--- config.mk ---
export PLATFORM = sky130hd
export DESIGN_NAME = calc_port_responder
export DESIGN_NICKNAME = d
export VERILOG_FILES = /design/src/rtl/calc_pkg.sv /design/src/rtl/calc_req_fifo.sv /design/src/rtl/calc_port_responder.sv
export SDC_FILE = /design/constraint.sdc
export NUM_CORES = 1
export LEC_CHECK = 0
export ABC_AREA = 0
export ABC_CLOCK_PERIOD_IN_PS = 6580
export CAP_MARGIN = 25
export CORE_AREA = 3 3 202 204
export CTS_CLUSTER_DIAMETER = 60
export DETAILED_ROUTE_END_ITERATION = 10
export DIE_AREA = 0 0 205 207
export PLACE_DENSITY = 0.77
export SLEW_MARGIN = 20
export SYNTH_ARGS = -nofsm -noshare
export SYNTH_HDL_FRONTEND = slang
export SYNTH_SLANG_ARGS = --single-unit
--- constraint.sdc ---
create_clock -name c_clk -period 6.58 [get_ports c_clk]
set_input_delay 0.987 -clock c_clk [delete_from_list [all_inputs] [get_ports c_clk]]
set_output_delay 0.987 -clock c_clk [all_outputs]
set_load 0.02 [all_outputs]
--- src/rtl/calc_pkg.sv ---
`default_nettype none
// ============================================================================
// Package  : calc_pkg
// Purpose  : Calculator port encodings, queued request record, latency select.
// Revision : 1.0
// ============================================================================
package calc_pkg;

    localparam int CALC_DATA_W = 32;
    localparam int LAT_W       = 16;

    typedef enum logic [3:0] {
        CMD_NOP = 4'd0,
        CMD_ADD = 4'd1,
        CMD_SUB = 4'd2,
        CMD_SHL = 4'd5,
        CMD_SHR = 4'd6
    } calc_cmd_e;

    typedef enum logic [1:0] {
        RESP_NONE    = 2'b00,
        RESP_OK      = 2'b01,
        RESP_FLOW    = 2'b10,
        RESP_INVALID = 2'b11
    } calc_resp_e;

    // cmd is kept as raw bits so unsupported codes survive the queue and answer INVALID
    typedef struct packed {
        logic [3:0]             cmd;
        logic [CALC_DATA_W-1:0] op1;
        logic [CALC_DATA_W-1:0] op2;
    } calc_req_t;

    function automatic logic [LAT_W-1:0] calc_latency(
        input logic [3:0]       cmd,
        input logic [LAT_W-1:0] add_lat,
        input logic [LAT_W-1:0] shift_lat
    );
        if (cmd == CMD_SHL || cmd == CMD_SHR) begin
            return shift_lat;
        end
        return add_lat;
    endfunction

endpackage
`default_nettype wire

--- src/rtl/calc_req_fifo.sv ---
`default_nettype none
// ============================================================================
// Module   : calc_req_fifo
// Purpose  : Synchronous show-ahead FIFO of calc_req_t; a pop frees a full slot
//            for a same-edge push.
// Revision : 1.0
// ============================================================================
module calc_req_fifo
    import calc_pkg::*;
#(
    parameter int DEPTH = 4
) (
    input  logic      clk,
    input  logic      rst,
    input  logic      push,
    input  calc_req_t push_data,
    input  logic      pop,
    output calc_req_t head,
    output logic      full,
    output logic      empty
);

    localparam int PTR_W = $clog2(DEPTH);

    calc_req_t        mem [DEPTH];
    logic [PTR_W:0]   wr_ptr;
    logic [PTR_W:0]   rd_ptr;
    logic             do_push;
    logic             do_pop;

    assign empty   = (wr_ptr == rd_ptr);
    assign full    = (wr_ptr[PTR_W] != rd_ptr[PTR_W]) &&
                     (wr_ptr[PTR_W-1:0] == rd_ptr[PTR_W-1:0]);
    assign do_pop  = pop && !empty;
    assign do_push = push && (!full || do_pop);
    assign head    = mem[rd_ptr[PTR_W-1:0]];

    always_ff @(posedge clk or posedge rst) begin
        if (rst) begin
            wr_ptr <= '0;
            rd_ptr <= '0;
        end else begin
            if (do_push) wr_ptr <= wr_ptr + 1'b1;
            if (do_pop)  rd_ptr <= rd_ptr + 1'b1;
        end
    end

    always_ff @(posedge clk) begin
        if (do_push) mem[wr_ptr[PTR_W-1:0]] <= push_data;
    end

endmodule
`default_nettype wire

--- src/rtl/calc_port_responder.sv ---
`default_nettype none
// ============================================================================
// Module   : calc_port_responder
// Purpose  : Single-channel calculator responder: two-cycle request capture,
//            request queue, fixed-latency engine, one-cycle response.
//            Optional macro CALC_SHIFT_RANGE_CHECK_EN: shifts with op2 >= 32
//            answer overflow instead of using op2[4:0].
// Revision : 1.0
// ============================================================================
module calc_port_responder
    import calc_pkg::*;
#(
    parameter int DATA_W        = 32,
    parameter int ADD_LATENCY   = 3,
    parameter int SHIFT_LATENCY = 4,
    parameter int FIFO_DEPTH    = 4,
    parameter int CNT_W         = 8
) (
    input  logic              c_clk,
    input  logic              reset,
    input  logic [3:0]        req_cmd_in,
    input  logic [DATA_W-1:0] req_data_in,
    output logic [1:0]        out_resp,
    output logic [DATA_W-1:0] out_data,
    output logic              busy,
    output logic [CNT_W-1:0]  drop_cnt
);

    typedef enum logic [0:0] {CAP_IDLE = 1'b0, CAP_OP2 = 1'b1} cap_state_e;
    typedef enum logic [1:0] {EX_IDLE = 2'd0, EX_BUSY = 2'd1, EX_RESP = 2'd2} ex_state_e;

    localparam logic [LAT_W-1:0] ADD_LAT   = LAT_W'(ADD_LATENCY);
    localparam logic [LAT_W-1:0] SHIFT_LAT = LAT_W'(SHIFT_LATENCY);

    cap_state_e        cap_state;
    logic [3:0]        cap_cmd;
    logic [DATA_W-1:0] cap_op1;

    logic              push;
    calc_req_t         push_req;
    logic              pop;
    calc_req_t         head;
    logic              fifo_full;
    logic              fifo_empty;

    ex_state_e         ex_state;
    calc_req_t         cur;
    logic [LAT_W-1:0]  lat_cnt;

    calc_resp_e        res_code;
    logic [DATA_W-1:0] res_data;
    logic [DATA_W:0]   sum;

    assign push     = (cap_state == CAP_OP2);
    assign push_req = '{cmd: cap_cmd, op1: cap_op1, op2: req_data_in};
    // Engine takes a new entry whenever it is not mid-countdown, including the response edge
    assign pop      = !fifo_empty && ((ex_state != EX_BUSY) || (lat_cnt == '0));
    assign busy     = (cap_state != CAP_IDLE) || !fifo_empty || (ex_state != EX_IDLE);

    calc_req_fifo #(
        .DEPTH     (FIFO_DEPTH)
    ) u_fifo (
        .clk       (c_clk),
        .rst       (reset),
        .push      (push),
        .push_data (push_req),
        .pop       (pop),
        .head      (head),
        .full      (fifo_full),
        .empty     (fifo_empty)
    );

    always_ff @(posedge c_clk or posedge reset) begin
        if (reset) begin
            cap_state <= CAP_IDLE;
            cap_cmd   <= '0;
            cap_op1   <= '0;
            drop_cnt  <= '0;
        end else begin
            case (cap_state)
                CAP_IDLE: begin
                    if (req_cmd_in != 4'd0) begin
                        cap_cmd   <= req_cmd_in;
                        cap_op1   <= req_data_in;
                        cap_state <= CAP_OP2;
                    end
                end
                CAP_OP2: begin
                    cap_state <= CAP_IDLE;
                    if (fifo_full && !pop && (drop_cnt != '1)) begin
                        drop_cnt <= drop_cnt + 1'b1;
                    end
                end
                default: cap_state <= CAP_IDLE;
            endcase
        end
    end

    always_comb begin
        res_code = RESP_INVALID;
        res_data = '0;
        sum      = {1'b0, cur.op1} + {1'b0, cur.op2};
        case (cur.cmd)
            CMD_ADD: begin
                if (sum[DATA_W]) begin
                    res_code = RESP_FLOW;
                end else begin
                    res_code = RESP_OK;
                    res_data = sum[DATA_W-1:0];
                end
            end
            CMD_SUB: begin
                if (cur.op1 < cur.op2) begin
                    res_code = RESP_FLOW;
                end else begin
                    res_code = RESP_OK;
                    res_data = cur.op1 - cur.op2;
                end
            end
            CMD_SHL, CMD_SHR: begin
                res_code = RESP_OK;
                res_data = (cur.cmd == CMD_SHL) ? (cur.op1 << cur.op2[4:0])
                                                : (cur.op1 >> cur.op2[4:0]);
`ifdef CALC_SHIFT_RANGE_CHECK_EN
                if (|cur.op2[DATA_W-1:5]) begin
                    res_code = RESP_FLOW;
                    res_data = '0;
                end
`endif
            end
            default: begin
                res_code = RESP_INVALID;
                res_data = '0;
            end
        endcase
    end

    always_ff @(posedge c_clk or posedge reset) begin
        if (reset) begin
            ex_state <= EX_IDLE;
            cur      <= '0;
            lat_cnt  <= '0;
            out_resp <= RESP_NONE;
            out_data <= '0;
        end else begin
            out_resp <= RESP_NONE;
            out_data <= '0;
            case (ex_state)
                EX_IDLE, EX_RESP: begin
                    if (pop) begin
                        cur      <= head;
                        lat_cnt  <= calc_latency(head.cmd, ADD_LAT, SHIFT_LAT) - LAT_W'(2);
                        ex_state <= EX_BUSY;
                    end else begin
                        ex_state <= EX_IDLE;
                    end
                end
                EX_BUSY: begin
                    if (lat_cnt == '0) begin
                        out_resp <= res_code;
                        out_data <= res_data;
                        if (pop) begin
                            cur     <= head;
                            lat_cnt <= calc_latency(head.cmd, ADD_LAT, SHIFT_LAT) - LAT_W'(2);
                        end else begin
                            ex_state <= EX_RESP;
                        end
                    end else begin
                        lat_cnt <= lat_cnt - 1'b1;
                    end
                end
                default: ex_state <= EX_IDLE;
            endcase
        end
    end

endmodule
`default_nettype wire

==> run_summary.xml, run 1 <==
<?xml version="1.0" encoding="UTF-8"?>
<metrics>
  <group name="logic_synthesis">
    <metric name="synthDominantCellAreaShare" unit="">0.350</metric>
    <metric name="netlist_instances" unit="">1920</metric>
    <metric name="async_reset_ff_frac" unit="">0.386</metric>
    <metric name="ys_seq_elements" unit="">443</metric>
    <metric name="syn_nets" unit="">2033</metric>
    <metric name="synth_top_cell_by_area" unit="">sky130_fd_sc_hd__edfxtp_1</metric>
    <metric name="synth_top_flop_cell" unit="">sky130_fd_sc_hd__edfxtp_1</metric>
    <metric name="syn-cell-area" unit="mm^2">0.0233</metric>
    <metric name="synth-edff-count" unit="">272</metric>
    <metric name="synth-seq-area-share" unit="">0.533</metric>
    <metric name="synth_top_cells_by_area" unit="">sky130_fd_sc_hd__edfxtp_1 (35%), sky130_fd_sc_hd__dfrtp_1 (18%), sky130_fd_sc_hd__mux4_2 (8.7%)</metric>
    <metric name="post_synth.cell_area_avg" unit="um^2">12.2</metric>
    <metric name="ys.warnings.count" unit="">0</metric>
    <metric name="ys_types" unit="">78</metric>
  </group>
  <group name="die">
    <metric name="floorplan.initialDensity" unit="">0.592</metric>
    <metric name="die_area" unit="mm^2">0.0424</metric>
    <metric name="die_h" unit="um">207</metric>
    <metric name="core-area" unit="mm^2">0.0395</metric>
    <metric name="num_io_pins" unit="">81</metric>
    <metric name="rows" unit="">73</metric>
    <metric name="floorplan.die.width" unit="um">205</metric>
  </group>
  <group name="route">
    <metric name="first_pass_iters" unit="">6</metric>
    <metric name="wl_met3" unit="um">5900</metric>
    <metric name="drt_wl_total" unit="um">63100</metric>
    <metric name="drt_first_iter_violations" unit="">1879</metric>
    <metric name="wl_per_cell" unit="um">25.2</metric>
    <metric name="routed-wl-met2" unit="um">28700</metric>
    <metric name="vias_after_detailed_routing" unit="">16500</metric>
    <metric name="drc" unit="">0</metric>
    <metric name="top_layer_used" unit="">met4</metric>
    <metric name="met1Wirelength" unit="um">27200</metric>
    <metric name="antenna_violating_nets_left" unit="">0</metric>
    <metric name="routed_via_density" unit="">6.59</metric>
  </group>
  <group name="worst_setup_path">
    <metric name="timing.critical_path.required" unit="ns">7.02</metric>
    <metric name="timing.setup.critical_path_class" unit="">flop to flop</metric>
    <metric name="critPathCaptureType" unit="">flop</metric>
    <metric name="worstSetupStartpointType" unit="">flop</metric>
    <metric name="worstRegToRegCells" unit="">13</metric>
    <metric name="crit_path_max_fanout" unit="">37</metric>
    <metric name="critical_path_arrival" unit="ns">5.07</metric>
  </group>
  <group name="global_route">
    <metric name="grt_pass1_wl" unit="um">97400</metric>
    <metric name="grtUsageTotal" unit="">0.298</metric>
    <metric name="grt_max_degree" unit="">98</metric>
    <metric name="antenna_violations_before_repair" unit="">1</metric>
    <metric name="grt_pass1_vias" unit="">16000</metric>
    <metric name="globalRoute.totalOverflow" unit="">0</metric>
  </group>
  <group name="sta">
    <metric name="max_slew_headroom_at_the_worst_pin" unit="">0.303</metric>
    <metric name="timing.final.crit_period" unit="ns">4.64</metric>
    <metric name="timing.final.max_slew_violations" unit="">0</metric>
    <metric name="finalSetupViolations" unit="">0</metric>
    <metric name="finalHoldWorstSlack" unit="ns">0.506</metric>
    <metric name="final.period_utilization" unit="">0.705</metric>
    <metric name="grt_setup_unrepaired" unit="">false</metric>
    <metric name="hold_viol" unit="">0</metric>
    <metric name="tns" unit="ns">0</metric>
    <metric name="clock-skew-final" unit="ns">0.0161</metric>
    <metric name="max_slew.worst_pin.slew" unit="ns">1.03</metric>
    <metric name="maxClockFrequency" unit="MHz">216</metric>
  </group>
  <group name="cells_and_area">
    <metric name="fraction_of_layout_instances_using_a_drive_strength_above_1" unit="">0.152</metric>
    <metric name="area_growth_syn_to_layout" unit="%">11.9</metric>
    <metric name="finish.net_count" unit="">2060</metric>
    <metric name="num_antenna_cells" unit="">0</metric>
    <metric name="fillerInstances" unit="">2947</metric>
  </group>
  <group name="clock_tree">
    <metric name="clock_latency" unit="ns">0.58</metric>
    <metric name="cts_made_buffers" unit="">45</metric>
    <metric name="cts_root_buffer" unit="">sky130_fd_sc_hd__clkbuf_16</metric>
    <metric name="cts.repair_timing.setup_buffer_count" unit="">0</metric>
    <metric name="cts-htree-levels" unit="">2</metric>
    <metric name="ctsLongestPathBuffers" unit="">3</metric>
    <metric name="cts_hold_buf" unit="">0</metric>
    <metric name="clock_sinks" unit="">443</metric>
    <metric name="tritoncts" unit="">done</metric>
    <metric name="cts_repair_resize_count" unit="">0</metric>
    <metric name="clkTransAtPathRegs" unit="ns">0.06</metric>
  </group>
  <group name="place">
    <metric name="gpl.final_weighted_congestion" unit="">1.00</metric>
    <metric name="post-dp-hpwl" unit="um">43200</metric>
    <metric name="portBuffers" unit="">80</metric>
  </group>
  <group name="run_status">
    <metric name="outcome" unit="">completed</metric>
  </group>
  <group name="min_path">
    <metric name="holdCritPathClass" unit="">flop to flop</metric>
    <metric name="min_delay_path_depth" unit="">1</metric>
  </group>
  <group name="pwr">
    <metric name="power-per-cell-area" unit="mW/mm^2">582</metric>
    <metric name="static-leakage-power" unit="nW">9.71</metric>
    <metric name="vdd_ir_drop_max" unit="mV">0.354</metric>
  </group>
  <group name="job">
    <metric name="cap_viol_max_count" unit="">0</metric>
  </group>
</metrics>
-- critical path, cell delays in order, from the launching register on --
cell and delay [ns]:
sky130_fd_sc_hd__dfrtp_4 0.71, sky130_fd_sc_hd__inv_1 0.30, sky130_fd_sc_hd__fa_1 0.52, sky130_fd_sc_hd__o21bai_1 0.21, sky130_fd_sc_hd__o2111ai_1 0.15, sky130_fd_sc_hd__a211oi_1 0.25
sky130_fd_sc_hd__buf_4 0.18, sky130_fd_sc_hd__a211oi_1 0.07, sky130_fd_sc_hd__a21o_1 0.26, sky130_fd_sc_hd__o41ai_1 0.62, sky130_fd_sc_hd__a21o_1 0.52, sky130_fd_sc_hd__nor2_1 0.23
sky130_fd_sc_hd__a221oi_1 0.36, sky130_fd_sc_hd__o21ai_1 0.11
-- cell type report --
type	instances	area, um^2	share of cell area
Multi-Input combinational cell	1278	10100	0.387
Clock inverter	22	319	0.0122
Tap cell	525	657	0.0252
Timing Repair Buffer	104	1040	0.0398
Sequential cell	443	12500	0.477
Clock buffer	61	1260	0.0482
Inverter	75	287	0.0110
-- report_power, final --
group	internal (mW)	switching (mW)	total, mW
Sequential	3.86	0.773	4.63
Combinational	3.07	4.83	7.89
Clock	1.59	1.08	2.67
-- flip-flops by register name (all words and copies together), names as in the netlist --
signal	flops
out_resp	2
cur	68
out_data	32
cap_op1	32
u_fifo.mem	272
lat_cnt	16
cap_cmd	4
u_fifo.rd_ptr	3
u_fifo.wr_ptr	3
drop_cnt	8
cap_state	1
ex_state	2
-- cells in the final DEF (no fill, tap or decap), drive strengths merged, types with 25 or more instances in the layout --
| cell | synthesis | routed |
|---|---|---|
| mux4 | 90 | 90 |
| a21oi | 131 | 131 |
| mux2i | 65 | 65 |
| mux2 | 76 | 76 |
| nor2 | 138 | 138 |
| nor3 | 31 | 31 |
| clkbuf | 95 | 61 |
| a211oi | 25 | 25 |
| ha | 73 | 73 |
| o211ai | 26 | 26 |
| inv | 74 | 76 |
| o21ai | 143 | 143 |
| xnor2 | 37 | 37 |
| o22ai | 32 | 32 |
| clkdlybuf4s50 | 0 | 80 |
| nand2 | 123 | 123 |
| dfrtp | 171 | 171 |
| edfxtp | 272 | 272 |
-- synthesized netlist by cell type (20+ instances only) --
| cell type | number |
|---|---|
| sky130_fd_sc_hd__o211ai_1 | 26 |
| sky130_fd_sc_hd__dfrtp_1 | 171 |
| sky130_fd_sc_hd__o21ai_0 | 115 |
| sky130_fd_sc_hd__inv_1 | 72 |
| sky130_fd_sc_hd__mux2_2 | 72 |
| sky130_fd_sc_hd__xnor2_1 | 37 |
| sky130_fd_sc_hd__mux2i_1 | 65 |
| sky130_fd_sc_hd__o22ai_1 | 32 |
| sky130_fd_sc_hd__edfxtp_1 | 272 |
| sky130_fd_sc_hd__ha_1 | 73 |
| sky130_fd_sc_hd__nor3_1 | 31 |
| sky130_fd_sc_hd__nand2_1 | 123 |
| sky130_fd_sc_hd__mux4_2 | 90 |
| sky130_fd_sc_hd__clkbuf_1 | 95 |
| sky130_fd_sc_hd__a21oi_1 | 131 |
| sky130_fd_sc_hd__nand2b_1 | 21 |
| sky130_fd_sc_hd__a211oi_1 | 25 |
| sky130_fd_sc_hd__nor2_1 | 138 |
| sky130_fd_sc_hd__o21ai_1 | 20 |
-- per-layer routing --
layer / global-route usage / vias up
li1: - / 7348
met1: 0.459 / 8254
met2: 0.447 / 823
met3: 0.0555 / 101
met4: 0.0646 / 0
met5: 0 / -
-- through the flow --
stage / total power [mW] / utilization / instance area (um^2) / setup WS [ns] / std cells
final: 15.2 / 0.662 / 26100 / 1.94 / 2508
after global routing: 16.0 / 0.662 / 26100 / 1.69 / 2508
after CTS: 15.0 / 0.662 / 26100 / 1.99 / 2508
after detailed placement: 12.3 / 0.622 / 24500 / 2.00 / 2425
after global placement: 12.3 / 0.621 / 24500 / 2.15 / 2424
after floorplan: 10.0 / - / 23300 / 0.961 / 1920
-- cell families after synthesis --
| family | after synthesis | synth area share |
|---|---|---|
| AO/OA/AOI/OAI | 512 | 0.140 |
| XOR/XNOR | 46 | 0.0173 |
| adder cells (fa/ha/maj) | 75 | 0.0408 |
| buffers and inverters | 199 | 0.0355 |
| flip-flops | 443 | 0.533 |
| multiplexers | 231 | 0.151 |
| AND/OR/NAND/NOR | 414 | 0.0820 |
-- path summary, 6_finish.rpt --
kind | start | to | slack [ns]
setup reg to reg | cur[1] | out_data[26] | 1.94
max in group asynchronous | reset | cur[1] | 4.59
setup / recovery | cur[1] | out_data[26] | 1.94
hold / removal | u_fifo.wr_ptr[2] | u_fifo.wr_ptr[2] | 0.51
min in group asynchronous | reset | out_data[29] | 0.91
hold reg to reg | u_fifo.wr_ptr[2] | u_fifo.wr_ptr[2] | 0.51
(Power assumes the default switching activity.)
==> run 2, diff against run 1 <==
- ABC_CLOCK_PERIOD_IN_PS: 6580 -> 3820
- CORE_AREA: 3 3 202 204 -> 3 3 209 211
- DIE_AREA: 0 0 205 207 -> 0 0 212 214
- PLACE_DENSITY: 0.77 -> 0.75
- clock period: 6.58 -> 3.82 ns (I/O delays scaled with it)
==> run 2 against run 1 <==
Compared with the run above: clock power up 72%; setup slack worse by 1.8 ns; utilization shrank 1.4 points; combinational power up 96%; sequential share of layout area fell by 1.9 points; count of clock-buffer cells in the layout shrank 3; sequential power rose by 62%; global-route usage shrank 0.28 points; wire length is 6.0% higher; via count up 3.2%; non-clock buffer count rose by 117; die area rose by 6.9%; largest cell class unchanged; largest power group unchanged; highest routed layer is now met5.
==> run_summary.xml, run 2 (synthesis results as in run 1) <==
<?xml version="1.0" encoding="UTF-8"?>
<metrics>
  <group name="run_status">
    <metric name="outcome" unit="">completed</metric>
  </group>
  <group name="clock_tree">
    <metric name="cts_made_buffers" unit="">48</metric>
    <metric name="clock_latency" unit="ns">0.60</metric>
    <metric name="clock_sinks" unit="">443</metric>
    <metric name="tritoncts" unit="">done</metric>
    <metric name="cts_root_buffer" unit="">sky130_fd_sc_hd__clkbuf_16</metric>
    <metric name="ctsLongestPathBuffers" unit="">3</metric>
    <metric name="cts-htree-levels" unit="">2</metric>
    <metric name="clkTransAtPathRegs" unit="ns">0.06</metric>
  </group>
  <group name="cells_and_area">
    <metric name="finish.net_count" unit="">2180</metric>
    <metric name="area_growth_syn_to_layout" unit="%">16.5</metric>
    <metric name="num_antenna_cells" unit="">0</metric>
    <metric name="final_cell_mix" unit="">sky130_fd_sc_hd__edfxtp_1 (272), sky130_fd_sc_hd__dfrtp_1 (165), sky130_fd_sc_hd__nor2_1 (137), sky130_fd_sc_hd__a21oi_1 (131), sky130_fd_sc_hd__buf_4 (124)</metric>
    <metric name="mostFrequentLayoutCell" unit="">sky130_fd_sc_hd__edfxtp_1</metric>
    <metric name="number_of_flip_flops_under_the_largest_register_name" unit="">272</metric>
    <metric name="postLayoutCellArea" unit="mm^2">0.0272</metric>
    <metric name="fraction_of_layout_instances_using_a_drive_strength_above_1" unit="">0.203</metric>
  </group>
  <group name="route">
    <metric name="wl_met3" unit="um">5420</metric>
    <metric name="top_layer_used" unit="">met5</metric>
    <metric name="vias_after_detailed_routing" unit="">17100</metric>
    <metric name="met1Wirelength" unit="um">28900</metric>
    <metric name="drt_wl_total" unit="um">66800</metric>
    <metric name="wl_per_cell" unit="um">25.3</metric>
    <metric name="first_pass_iters" unit="">7</metric>
    <metric name="routed_via_density" unit="">6.45</metric>
    <metric name="drt_first_iter_violations" unit="">1984</metric>
    <metric name="drc" unit="">0</metric>
    <metric name="antenna_violating_nets_left" unit="">0</metric>
    <metric name="routed-wl-met2" unit="um">31000</metric>
  </group>
  <group name="die">
    <metric name="core-area" unit="mm^2">0.0419</metric>
    <metric name="num_io_pins" unit="">81</metric>
    <metric name="die_area" unit="mm^2">0.0454</metric>
    <metric name="die_h" unit="um">214</metric>
    <metric name="rows" unit="">75</metric>
    <metric name="floorplan.initialDensity" unit="">0.557</metric>
    <metric name="floorplan.die.width" unit="um">212</metric>
  </group>
  <group name="pwr">
    <metric name="power-per-cell-area" unit="mW/mm^2">1010</metric>
    <metric name="vdd_ir_drop_max" unit="mV">0.542</metric>
    <metric name="static-leakage-power" unit="nW">10.4</metric>
  </group>
  <group name="sta">
    <metric name="final.period_utilization" unit="">0.968</metric>
    <metric name="tns" unit="ns">0</metric>
    <metric name="finalSetupViolations" unit="">0</metric>
    <metric name="max_slew_headroom_at_the_worst_pin" unit="">0.318</metric>
    <metric name="clock-skew-final" unit="ns">0.0266</metric>
    <metric name="hold_viol" unit="">0</metric>
    <metric name="timing.final.max_slew_violations" unit="">0</metric>
    <metric name="grt_setup_unrepaired" unit="">false</metric>
    <metric name="max_slew.worst_pin.slew" unit="ns">1.02</metric>
    <metric name="timing.final.crit_period" unit="ns">3.70</metric>
    <metric name="maxClockFrequency" unit="MHz">271</metric>
  </group>
  <group name="worst_setup_path">
    <metric name="critPathCaptureType" unit="">flop</metric>
    <metric name="critical_path_arrival" unit="ns">4.20</metric>
    <metric name="crit_path_max_fanout" unit="">7</metric>
    <metric name="timing.critical_path.required" unit="ns">4.33</metric>
    <metric name="timing.setup.critical_path_class" unit="">flop to flop</metric>
    <metric name="worstSetupStartpointType" unit="">flop</metric>
  </group>
  <group name="job">
    <metric name="cap_viol_max_count" unit="">0</metric>
  </group>
  <group name="place">
    <metric name="portBuffers" unit="">80</metric>
    <metric name="dpl-instance-area" unit="mm^2">0.0255</metric>
    <metric name="post-dp-hpwl" unit="um">46600</metric>
    <metric name="gpl.final_weighted_congestion" unit="">0.981</metric>
  </group>
  <group name="global_route">
    <metric name="grt_max_degree" unit="">88</metric>
    <metric name="grt_pass1_wl" unit="um">103000</metric>
    <metric name="antenna_violations_before_repair" unit="">2</metric>
    <metric name="grt_pass1_vias" unit="">16700</metric>
    <metric name="grtUsageTotal" unit="">0.295</metric>
    <metric name="globalRoute.totalOverflow" unit="">0</metric>
  </group>
  <group name="min_path">
    <metric name="holdCritPathClass" unit="">input pin to asynchronous set/reset pin</metric>
  </group>
</metrics>
==> run 2: cell types whose count changed in the layout (fill, tap and decap cells not counted), moves of 4 or more <==
| cell | previous run | this run |
|---|---|---|
| sky130_fd_sc_hd__clkbuf_1 | 10 | 6 |
| sky130_fd_sc_hd__clkinv_1 | 3 | 7 |
| sky130_fd_sc_hd__buf_12 | 3 | 14 |
| sky130_fd_sc_hd__buf_4 | 20 | 124 |
| sky130_fd_sc_hd__clkinv_2 | 2 | 10 |
==> run 2: power by group <==
group	internal, mW	switching (mW)	total, mW
registers	6.65	0.853	7.50
logic	6.19	9.26	15.5
clock network	2.64	1.94	4.58
total	15.5	12.1	27.5
==> run 2: final timing paths <==
path,startpoint,to,slack (ns),depth (start not counted)
min,reset,out_data[4],0.47,2
max,cur[20],out_data[10],0.12,15
max in group asynchronous,reset,u_fifo.rd_ptr[0],2.47,3
max reg2reg,cur[20],out_data[10],0.12,15
min in group c_clk,drop_cnt[5],drop_cnt[5],0.50,1
min reg2reg,drop_cnt[5],drop_cnt[5],0.50,1
==> run 2: layout make-up <==
cell class,instances,area (um^2)
clock buffer,58,1280
clock inverter,32,312
fill,3101,14800
inverter,75,285
multi-input combinational,1278,10100
sequential,443,12500
tap,539,674
timing repair buffer,221,2070
==> run 2: what timing repair did <==
item                                    in CTS  in global routing
gates resized for setup                      0                  1
endpoints found under the setup margin       0                 21
hold buffers                                 0                  0
setup buffers                                0                  2
hold endpoints to repair                     0                  0
==> run 2: through the flow <==
stage | cells | util | hold WS, ns | worst slack, ns | total power, mW
floorplan | 1920 | - | 0.462 | -0.181 | 17.3
global placement | 2551 | 0.609 | 0.474 | 0.150 | 22.4
detailed placement | 2551 | 0.609 | 0.484 | 0.154 | 22.5
CTS | 2641 | 0.647 | 0.474 | 0.145 | 27.2
global route | 2646 | 0.648 | 0.507 | 0.00848 | 29.0
finish | 2646 | 0.648 | 0.465 | 0.124 | 27.5
==> run 2: worst max-delay path, cell delays in order (launching register included) <==
cell and delay (ns):
sky130_fd_sc_hd__dfrtp_1 0.38, sky130_fd_sc_hd__inv_1 0.07, sky130_fd_sc_hd__ha_1 0.45, sky130_fd_sc_hd__nand3_1 0.20
sky130_fd_sc_hd__nor4b_1 0.58, sky130_fd_sc_hd__buf_4 0.21, sky130_fd_sc_hd__o211ai_1 0.12, sky130_fd_sc_hd__buf_4 0.19
sky130_fd_sc_hd__a211oi_1 0.35, sky130_fd_sc_hd__o21ai_1 0.14, sky130_fd_sc_hd__buf_4 0.23, sky130_fd_sc_hd__buf_4 0.17
sky130_fd_sc_hd__nor2_1 0.09, sky130_fd_sc_hd__a211oi_1 0.06, sky130_fd_sc_hd__a21o_1 0.17, sky130_fd_sc_hd__a21oi_1 0.18
==> run 2: per-layer routing <==
metal | up-vias | global-route usage
li1 | 7589 | -
met1 | 8482 | 0.446
met2 | 852 | 0.450
met3 | 132 | 0.0511
met4 | 4 | 0.0692
met5 | - | 0
==> run 3, diff against run 2 <==
- GPL_ROUTABILITY_DRIVEN: not set -> 0
==> run 3 against run 2 <==
Compared with the run above: global-route usage shrank 2.2 points; sequential power is essentially flat; flip-flop and latch count is the same; critical path depth is the same; clock skew shrank 0.012 ns; worst hold slack lost 0.17 ns; utilization shrank 0.68 points; maximum frequency is essentially flat; via count is essentially flat; die area is the same; critical path type unchanged; largest cell class unchanged.
==> run_summary.xml, run 3 (synthesis results as in run 1) <==
<?xml version="1.0" encoding="UTF-8"?>
<metrics>
  <group name="route">
    <metric name="vias_after_detailed_routing" unit="">17100</metric>
    <metric name="drt_first_iter_violations" unit="">2567</metric>
    <metric name="antenna_violating_nets_left" unit="">0</metric>
    <metric name="drt_wl_total" unit="um">61800</metric>
    <metric name="routed_via_density" unit="">6.56</metric>
    <metric name="first_pass_iters" unit="">8</metric>
    <metric name="wl_per_cell" unit="um">23.8</metric>
    <metric name="drc" unit="">0</metric>
  </group>
  <group name="sta">
    <metric name="max_slew.worst_pin.slew" unit="ns">0.861</metric>
    <metric name="finalSetupViolations" unit="">0</metric>
    <metric name="max_slew_headroom_at_the_worst_pin" unit="">0.426</metric>
    <metric name="finalHoldWorstSlack" unit="ns">0.298</metric>
    <metric name="grt_setup_unrepaired" unit="">false</metric>
    <metric name="clock-skew-final" unit="ns">0.0149</metric>
    <metric name="hold_viol" unit="">0</metric>
    <metric name="timing.final.crit_period" unit="ns">3.69</metric>
    <metric name="fin_ws" unit="ns">0.125</metric>
    <metric name="maxClockFrequency" unit="MHz">271</metric>
    <metric name="timing.final.max_slew_violations" unit="">0</metric>
    <metric name="tns" unit="ns">0</metric>
    <metric name="final.period_utilization" unit="">0.967</metric>
  </group>
  <group name="cells_and_area">
    <metric name="final_cell_mix" unit="">sky130_fd_sc_hd__edfxtp_1 (272), sky130_fd_sc_hd__dfrtp_1 (165), sky130_fd_sc_hd__nor2_1 (137), sky130_fd_sc_hd__a21oi_1 (131), sky130_fd_sc_hd__nand2_1 (123)</metric>
    <metric name="layout.area.seq" unit="mm^2">0.0125</metric>
    <metric name="postLayoutCellArea" unit="mm^2">0.0269</metric>
    <metric name="mostFrequentLayoutCell" unit="">sky130_fd_sc_hd__edfxtp_1</metric>
    <metric name="fillerInstances" unit="">3018</metric>
    <metric name="area_growth_syn_to_layout" unit="%">15.3</metric>
    <metric name="layout.core_utilization" unit="">0.642</metric>
    <metric name="multi_input_comb_area" unit="mm^2">0.0101</metric>
    <metric name="number_of_flip_flops_under_the_largest_register_name" unit="">272</metric>
    <metric name="fraction_of_layout_instances_using_a_drive_strength_above_1" unit="">0.187</metric>
    <metric name="num_antenna_cells" unit="">0</metric>
    <metric name="post_layout_nonfiller_instances" unit="">2602</metric>
    <metric name="finish.net_count" unit="">2139</metric>
  </group>
  <group name="worst_setup_path">
    <metric name="critPathCaptureType" unit="">flop</metric>
    <metric name="r2r-start" unit="">cur[0]</metric>
    <metric name="endpoint" unit="">out_data[3]</metric>
    <metric name="timing.setup.critical_path_class" unit="">flop to flop</metric>
    <metric name="crit_path_start" unit="">cur[0]</metric>
    <metric name="cpPeakStageDelay" unit="ns">0.42</metric>
    <metric name="worstSetupStartpointType" unit="">flop</metric>
    <metric name="slowest_cp_cell" unit="">sky130_fd_sc_hd__fa_1</metric>
    <metric name="timing.rr.end" unit="">out_data[3]</metric>
    <metric name="worstPathCellList" unit="">ha_1, inv_1, fa_1, o21bai_1, o2111ai_1, a211oi_2, a211oi_1, a21o_1, o41ai_4, a21oi_1, buf_4, a22o_1, o21ai_0, buf_4, a21oi_1</metric>
    <metric name="worstRegToRegCells" unit="">15</metric>
    <metric name="setup.reg_to_reg.worst_slack" unit="ns">0.13</metric>
    <metric name="critical_path_arrival" unit="ns">4.14</metric>
    <metric name="timing.critical_path.required" unit="ns">4.27</metric>
    <metric name="crit_path_max_fanout" unit="">11</metric>
  </group>
  <group name="pwr">
    <metric name="share_clk_of_total_power" unit="">0.171</metric>
    <metric name="fin_total_pwr" unit="mW">26.9</metric>
    <metric name="sw_frac_of_total" unit="">0.431</metric>
    <metric name="p_comb_frac" unit="">0.550</metric>
    <metric name="p_int" unit="mW">15.3</metric>
    <metric name="seqPwrFrac" unit="">0.278</metric>
    <metric name="net-switching-power" unit="mW">11.6</metric>
    <metric name="static-leakage-power" unit="nW">10.2</metric>
    <metric name="power-per-cell-area" unit="mW/mm^2">1000</metric>
    <metric name="vdd_ir_drop_max" unit="mV">0.479</metric>
  </group>
  <group name="die">
    <metric name="num_io_pins" unit="">81</metric>
    <metric name="die_h" unit="um">214</metric>
    <metric name="floorplan.die.width" unit="um">212</metric>
    <metric name="floorplan.initialDensity" unit="">0.557</metric>
    <metric name="rows" unit="">75</metric>
    <metric name="die_area" unit="mm^2">0.0454</metric>
    <metric name="core-area" unit="mm^2">0.0419</metric>
  </group>
  <group name="global_route">
    <metric name="antenna_violations_before_repair" unit="">0</metric>
    <metric name="grt_pass1_wl" unit="um">96900</metric>
    <metric name="grt_pass1_vias" unit="">16600</metric>
    <metric name="globalRoute.totalOverflow" unit="">0</metric>
    <metric name="grt_max_degree" unit="">88</metric>
    <metric name="grtUsageTotal" unit="">0.273</metric>
  </group>
  <group name="place">
    <metric name="dpl-instance-area" unit="mm^2">0.0253</metric>
    <metric name="post-dp-hpwl" unit="um">42600</metric>
    <metric name="pre_cts_slack" unit="ns">0.202</metric>
    <metric name="portBuffers" unit="">80</metric>
    <metric name="dp.cells" unit="">2516</metric>
  </group>
  <group name="clock_tree">
    <metric name="clock_sinks" unit="">443</metric>
    <metric name="cts_root_buffer" unit="">sky130_fd_sc_hd__clkbuf_16</metric>
    <metric name="clkTransAtPathRegs" unit="ns">0.07</metric>
    <metric name="cts_made_buffers" unit="">46</metric>
    <metric name="clock_latency" unit="ns">0.58</metric>
    <metric name="cts-htree-levels" unit="">2</metric>
    <metric name="tritoncts" unit="">done</metric>
    <metric name="cts.repair_timing.setup_buffer_count" unit="">0</metric>
    <metric name="ctsLongestPathBuffers" unit="">3</metric>
  </group>
  <group name="run_status">
    <metric name="outcome" unit="">completed</metric>
  </group>
  <group name="job">
    <metric name="cap_viol_max_count" unit="">0</metric>
  </group>
  <group name="min_path">
    <metric name="holdCritPathClass" unit="">input pin to asynchronous set/reset pin</metric>
  </group>
</metrics>
## run 3: worst min path at each step
stage,start,to,slack (ns)
6_report,reset,cur[43],0.30
5_1_grt,reset,cur[43],0.33
4_1_cts,u_fifo.wr_ptr[2],u_fifo.wr_ptr[2],0.49
3_5_place_dp,drop_cnt[5],drop_cnt[5],0.48
3_3_place_gp,drop_cnt[5],drop_cnt[5],0.47
2_1_floorplan,u_fifo.wr_ptr[2],u_fifo.wr_ptr[2],0.46
## run 3: power by group through the flow
| stage | sequential (mW) | clock (mW) | combinational (mW) |
|---|---|---|---|
| final | 7.50 | 4.62 | 14.8 |
| after global routing | 7.64 | 4.88 | 15.8 |
| after CTS | 7.49 | 4.69 | 14.3 |
| after detailed placement | 7.55 | 0 | 14.2 |
| after global placement | 7.44 | 0 | 14.1 |
| after floorplan | 7.39 | 0 | 9.92 |
## run 3: cell type report
type | count | share of cell area
Multi-Input combinational cell | 1278 | 0.376
Sequential cell | 443 | 0.463
Inverter | 75 | 0.0106
Timing Repair Buffer | 182 | 0.0666
Clock inverter | 27 | 0.0123
Clock buffer | 58 | 0.0464
Tap cell | 539 | 0.0251
## run 3: routing by layer
| layer | share of wire | wire length, um | vias to the layer above | track usage |
|---|---|---|---|---|
| li1 | - | - | 7498 | - |
| met1 | 0.41 | 25400 | 8317 | 0.399 |
| met2 | 0.45 | 27900 | 1049 | 0.414 |
| met4 | 0.037 | 2270 | 0 | 0.0947 |
| met5 | 0 | 0 | - | 0 |
| met3 | 0.10 | 6290 | 203 | 0.0536 |
## run 3: worst max-delay path: cells and delay by family (launching register included)
kind	cells	cell delay [ns]
AO/OA/AOI/OAI	10	2.15
adder cells (fa/ha/maj)	2	0.60
flip-flops	1	0.39
buffers and inverters	3	0.44
## run 3: what timing repair did
item / CTS / global route
gates resized for setup: 0 / 1
hold buffers: 0 / 0
endpoints found under the setup margin: 0 / 1
